<file path="config.mk">
export PLATFORM = sky130hd
export DESIGN_NAME = alu_op_sequencer
export DESIGN_NICKNAME = d
export VERILOG_FILES = /design/src/rtl/alu_op_sequencer.sv
export SDC_FILE = /design/constraint.sdc
export NUM_CORES = 1
export LEC_CHECK = 0
export ABC_AREA = 1
export BUFFER_PORTS_ARGS = -buffer_cell sky130_fd_sc_hd__clkbuf_2
export CAP_MARGIN = 10
export CORE_ASPECT_RATIO = 0.75
export CORE_MARGIN = 2
export CORE_UTILIZATION = 44
export DETAILED_ROUTE_END_ITERATION = 10
export GPL_TIMING_DRIVEN = 0
export PLACE_DENSITY = 0.74
export SETUP_SLACK_MARGIN = 0.3
export SLEW_MARGIN = 20
export SYNTH_ARGS = -nofsm -noshare
export SYNTH_HDL_FRONTEND = slang
export SYNTH_SLANG_ARGS = --single-unit
</file>
<file path="constraint.sdc">
create_clock -name clk -period 1.15 [get_ports clk]
set_input_delay 0.115 -clock clk [delete_from_list [all_inputs] [get_ports clk]]
set_output_delay 0.115 -clock clk [all_outputs]
set_load 0.02 [all_outputs]
</file>
<file path="src/rtl/alu_op_sequencer.sv">
// alu_op_sequencer: valid/ready command-to-ALU sequencer with fixed-latency result capture. Rev 1.0
// Optional macro ALU_SEQ_CHAIN_EN adds cmd_chain, which substitutes the last captured result for operand A.
`default_nettype none

module alu_op_sequencer #(
  parameter int WIDTH   = 5,
  parameter int ALU_LAT = 1,
  parameter int CNT_W   = 8
) (
  input  logic             clk,
  input  logic             rst_n,
  input  logic             cmd_valid,
  output logic             cmd_ready,
  input  logic [WIDTH-1:0] cmd_a,
  input  logic [WIDTH-1:0] cmd_b,
  input  logic             cmd_op,
`ifdef ALU_SEQ_CHAIN_EN
  input  logic             cmd_chain,
`endif
  output logic [WIDTH-1:0] alu_a,
  output logic [WIDTH-1:0] alu_b,
  output logic             alu_op,
  input  logic [WIDTH-1:0] alu_r,
  input  logic             alu_cf,
  input  logic             alu_sf,
  input  logic             alu_zf,
  output logic             rsp_valid,
  input  logic             rsp_ready,
  output logic [WIDTH-1:0] rsp_r,
  output logic             rsp_cf,
  output logic             rsp_sf,
  output logic             rsp_zf,
  output logic [CNT_W-1:0] op_count,
  output logic             busy
);

  localparam logic [3:0] C_LAT_M1 = 4'(ALU_LAT - 1);

  typedef enum logic [1:0] {
    ST_IDLE = 2'd0,
    ST_WAIT = 2'd1,
    ST_RESP = 2'd2
  } state_t;

  state_t             state_q, state_d;
  logic [WIDTH-1:0]   alu_a_q, alu_a_d;
  logic [WIDTH-1:0]   alu_b_q, alu_b_d;
  logic               alu_op_q, alu_op_d;
  logic [3:0]         wait_q, wait_d;
  logic               rsp_valid_q, rsp_valid_d;
  logic [WIDTH-1:0]   rsp_r_q, rsp_r_d;
  logic               rsp_cf_q, rsp_cf_d;
  logic               rsp_sf_q, rsp_sf_d;
  logic               rsp_zf_q, rsp_zf_d;
  logic [CNT_W-1:0]   op_count_q, op_count_d;
  logic [WIDTH-1:0]   w_operand_a;

  // rsp_r_q doubles as the chain source: it always holds the most recent capture.
`ifdef ALU_SEQ_CHAIN_EN
  assign w_operand_a = cmd_chain ? rsp_r_q : cmd_a;
`else
  assign w_operand_a = cmd_a;
`endif

  always_comb begin
    state_d     = state_q;
    alu_a_d     = alu_a_q;
    alu_b_d     = alu_b_q;
    alu_op_d    = alu_op_q;
    wait_d      = wait_q;
    rsp_valid_d = rsp_valid_q;
    rsp_r_d     = rsp_r_q;
    rsp_cf_d    = rsp_cf_q;
    rsp_sf_d    = rsp_sf_q;
    rsp_zf_d    = rsp_zf_q;
    op_count_d  = op_count_q;
    case (state_q)
      ST_IDLE: begin
        if (cmd_valid) begin
          alu_a_d  = w_operand_a;
          alu_b_d  = cmd_b;
          alu_op_d = cmd_op;
          wait_d   = C_LAT_M1;
          state_d  = ST_WAIT;
        end
      end
      ST_WAIT: begin
        if (wait_q == 4'd0) begin
          rsp_r_d     = alu_r;
          rsp_cf_d    = alu_cf;
          rsp_sf_d    = alu_sf;
          rsp_zf_d    = alu_zf;
          rsp_valid_d = 1'b1;
          state_d     = ST_RESP;
        end else begin
          wait_d = wait_q - 4'd1;
        end
      end
      ST_RESP: begin
        if (rsp_ready) begin
          rsp_valid_d = 1'b0;
          op_count_d  = op_count_q + CNT_W'(1);
          state_d     = ST_IDLE;
        end
      end
      default: state_d = ST_IDLE;
    endcase
  end

  always_ff @(posedge clk or negedge rst_n) begin
    if (!rst_n) begin
      state_q     <= ST_IDLE;
      alu_a_q     <= '0;
      alu_b_q     <= '0;
      alu_op_q    <= 1'b0;
      wait_q      <= 4'd0;
      rsp_valid_q <= 1'b0;
      rsp_r_q     <= '0;
      rsp_cf_q    <= 1'b0;
      rsp_sf_q    <= 1'b0;
      rsp_zf_q    <= 1'b0;
      op_count_q  <= '0;
    end else begin
      state_q     <= state_d;
      alu_a_q     <= alu_a_d;
      alu_b_q     <= alu_b_d;
      alu_op_q    <= alu_op_d;
      wait_q      <= wait_d;
      rsp_valid_q <= rsp_valid_d;
      rsp_r_q     <= rsp_r_d;
      rsp_cf_q    <= rsp_cf_d;
      rsp_sf_q    <= rsp_sf_d;
      rsp_zf_q    <= rsp_zf_d;
      op_count_q  <= op_count_d;
    end
  end

  // Handshake qualifiers depend on state only, never on the peer's valid/ready.
  assign cmd_ready = (state_q == ST_IDLE);
  assign busy      = (state_q != ST_IDLE);
  assign alu_a     = alu_a_q;
  assign alu_b     = alu_b_q;
  assign alu_op    = alu_op_q;
  assign rsp_valid = rsp_valid_q;
  assign rsp_r     = rsp_r_q;
  assign rsp_cf    = rsp_cf_q;
  assign rsp_sf    = rsp_sf_q;
  assign rsp_zf    = rsp_zf_q;
  assign op_count  = op_count_q;

endmodule

`default_nettype wire

</file>
==> metrics.md <==
| Metric | Value |
|---|---|
| Clock-pin slew on the worst setup and hold paths | approximately 0.070 ns |
| DR DRC count | 0 |
| Dpl cell area | 1950 µm² |
| Post-route setup slack | -0.0789 ns |
| Fin crit period | roughly 1.2 ns |
| Iteration-0 DRC Markers | 93 |
| Root Buffer | clkbuf_8 |
| Power consumption | around 8.7 mW |
| Gpl congestion | 0.786 |
| Post-synth top cells | nand2_1 (81), dfrtp_1 (34), inv_1 (20) |
| Buffers on Ports | 52 |
| Slowest stage cell, crit path | dfrtp_2 |
| Initial antenna violation count | 0 |
| Fmax | 814 MHz |
| Final setup fails | 31 |
| DRT Wirelength | 5330 µm |
| GRT Util Overall | 22.2% |
| Final instance area | 2990 µm² |
| Pre-CTS WS | -0.0588 ns |
| Avg Cell Area, Syn | around 8.5 µm² |
| GR Overflow Total | 0 |
| Mapped Cells | about 180 |
| Synth top area share | 54.6% |
| Synth Register Bits | 34 |
| Core box area | 3330 µm² |
| Routed WL per cell | ~16 µm |
| Cell Area, Synth | 1560 µm² |
| Worst vdd ir | around 2 mV |
| Clk sinks | 34 |
| Status | finished with violations |
| Vias/cell | 4.94 |
| HP Class | in2async |
| Largest net degree at the start of global routing | 35 |
| First-pass GRT wire length | around 7000 µm |
| Max FO, Critical Path | 4 |
| CTS tree | done |
| Max cap viols | 0 |
| Vias in the first global route | 1521 |
| Crit-path cells | nor2_4 -> inv_2 -> buf_6 |
| Chip height | 55.5 µm |
| Buf/Inv on CP | 2 |
| Slew Limit Fails | 0 |
| Cell Rows | 18 |
| Leak | approximately 1.5 nW |
| Final hold viol count | 34 |
| Final non-filler cell total | 334 |
| Synth warn | 0 |
| Critical Path Start Type | flip-flop |
| Number of I/O pins | 53 |
| Number of nets in the layout | approximately 320 |
| Placed insts | 276 |
| Ant diodes | 0 |
| Critical Path End Type | output port |
| Max incr delay on CP | approximately 0.46 ns |
| Die ar. | approximately 4000 µm² |
| WHS | -0.0716 ns |
| Vias | 1651 |
| # fillers | 139 |
| Cell taking the most area after synthesis | dfrtp_1 |
| Final period util | 107% |
| Seq/Total Area, Yosys | ~55% |
| H-tree levels | 2 |
| Async set or reset register ratio after synthesis | 100% |
| Area Overhead vs Synth | 91.7% |
| Post-layout util | 89.6% |
| Max_slew headroom | 43.0% |
| 1st-pass router iterations | 4 |
| Critical Path RT | 1.03 ns |
| Top-count cell post-synth | nand2_1 |
| Initial Utilization | 46.7% |
| Critical path type | reg2out |
| Final ANT Viol Nets | 0 |
| Worst Path Arrival | 1.11 ns |
| Main flop type after synthesis | dfrtp_1 |
| Worst-Margin Slew | 0.855 ns |
| Post-synth cell types | 23 |
| Dominant cells by area after synthesis | dfrtp_1 (55%), nand2_1 (20%), inv_1 (4.8%) |
| Synth Net Count | 209 |
| CTS Buffer Depth | 2 |
| DP HPWL | 2160 µm |
| Skew-Pair Late Insertion Delay | 0.28 ns |
| Failing checks | hold timing, setup timing |
| Cts bufs inserted | 5 |
| RSZ-0062 raised after global routing | true |
| PwrDens | 2910 nW/µm² |
| Post-synth EDFFs | 0 |
| Critical path's top delay family | flip-flops |
| Die Span X | a little over 70 µm |
| Fraction of layout cells with a size suffix above 1 | about two thirds |
| Post-route clock skew | 0.00208 ns |
path summary, 6_finish.rpt:
| kind | startpoint | to | slack (ns) | depth (start not counted) |
|---|---|---|---|---|
| max reg2reg | wait_q[0] | rsp_r[1] | -0.06 | 6 |
| min | rst_n | state_q[1] | -0.07 | 1 |
| min reg2reg | rsp_r[2] | rsp_r[2] | 0.51 | 2 |
| max in group asynchronous | rst_n | op_count[1] | 0.63 | 1 |
| max | state_q[0] | busy | -0.08 | 3 |
| min in group clk | cmd_a[4] | alu_a[4] | 0.03 | 3 |
cells in the final DEF (no fill, tap or decap), types with 2 or more instances in the layout:
cell,count
nand2_1,40
nand2_2,34
buf_4,32
dfrtp_1,25
clkbuf_8,25
buf_6,23
clkbuf_2,22
inv_1,13
nand2_4,11
buf_8,9
dfrtp_2,9
inv_2,8
o21ai_2,8
nor2_4,4
nor2_1,4
nand3_1,4
inv_4,3
nand3_2,3
nand3_4,3
o21ai_1,3
xor2_1,2
ha_4,2
repair_timing:
action | in CTS | in global routing
gates cloned | 4 | 0
gates resized for setup | 108 | 49
buffers inserted | 24 | 22
pin swaps | 32 | 23
hold endpoints to repair | 34 | 6
setup endpoints to repair | 64 | 64
power by group:
group	switching [mW]	internal, mW	total [mW]	leakage, nW
Clock	0.441	0.605	1.05	0.0575
Sequential	0.565	1.72	2.29	0.417
Combinational	2.55	2.81	5.36	1.07
layer usage:
layer	up-vias	GRT usage (%)	wire [µm]
met3	14	6.57	314
met4	0	6.88	138
met5	-	0	0
met2	64	36.2	2840
li1	783	-	-
met1	790	28.4	2030
metrics by stage:
stage	setup TNS, ns	hold slack, ns
after floorplan	0	-0.181
after global placement	-0.392	0.260
after detailed placement	-0.448	0.260
after CTS	-0.311	-0.0426
after global routing	-2.91	-0.000827
final	-1.05	-0.0716
final cells by class:
cell class | instances | area (µm²) | area share, %
sequential | 34 | 862 | 28.9
tap | 40 | 50.0 | 1.68
multi-input combinational | 124 | 861 | 28.8
clock buffer | 8 | 110 | 3.69
timing repair buffer | 101 | 965 | 32.3
inverter | 24 | 97.6 | 3.27
buffer | 3 | 41.3 | 1.38
worst register-to-register path, cell delays in order, from the launching register on:
cell and delay [ns]:
dfrtp_1 0.42, inv_2 0.09, ha_4 0.19, nand3_4 0.14, buf_6 0.17, nand2_2 0.05, o21ai_2 0.04
kinds of logic (layout without fill, tap and decap cells):
| logic type | after synthesis | in the layout | share of synthesized area (%) |
|---|---|---|---|
| xor+xnor | 3 | 3 | 1.69 |
| simple gates | 105 | 106 | 28.5 |
| buf+inv | 27 | 136 | 7.31 |
| fa+ha+maj | 2 | 2 | 1.61 |
| flops | 34 | 34 | 54.6 |
| compound gates | 13 | 13 | 6.26 |
state kept, by name (all words and copies together), names as in the netlist, 2 cells and up:
name / count
op_count: 8
alu_a: 5
alu_b: 5
rsp_r: 5
wait_q: 4
state_q: 2
Power figures use the tool's default switching activity.
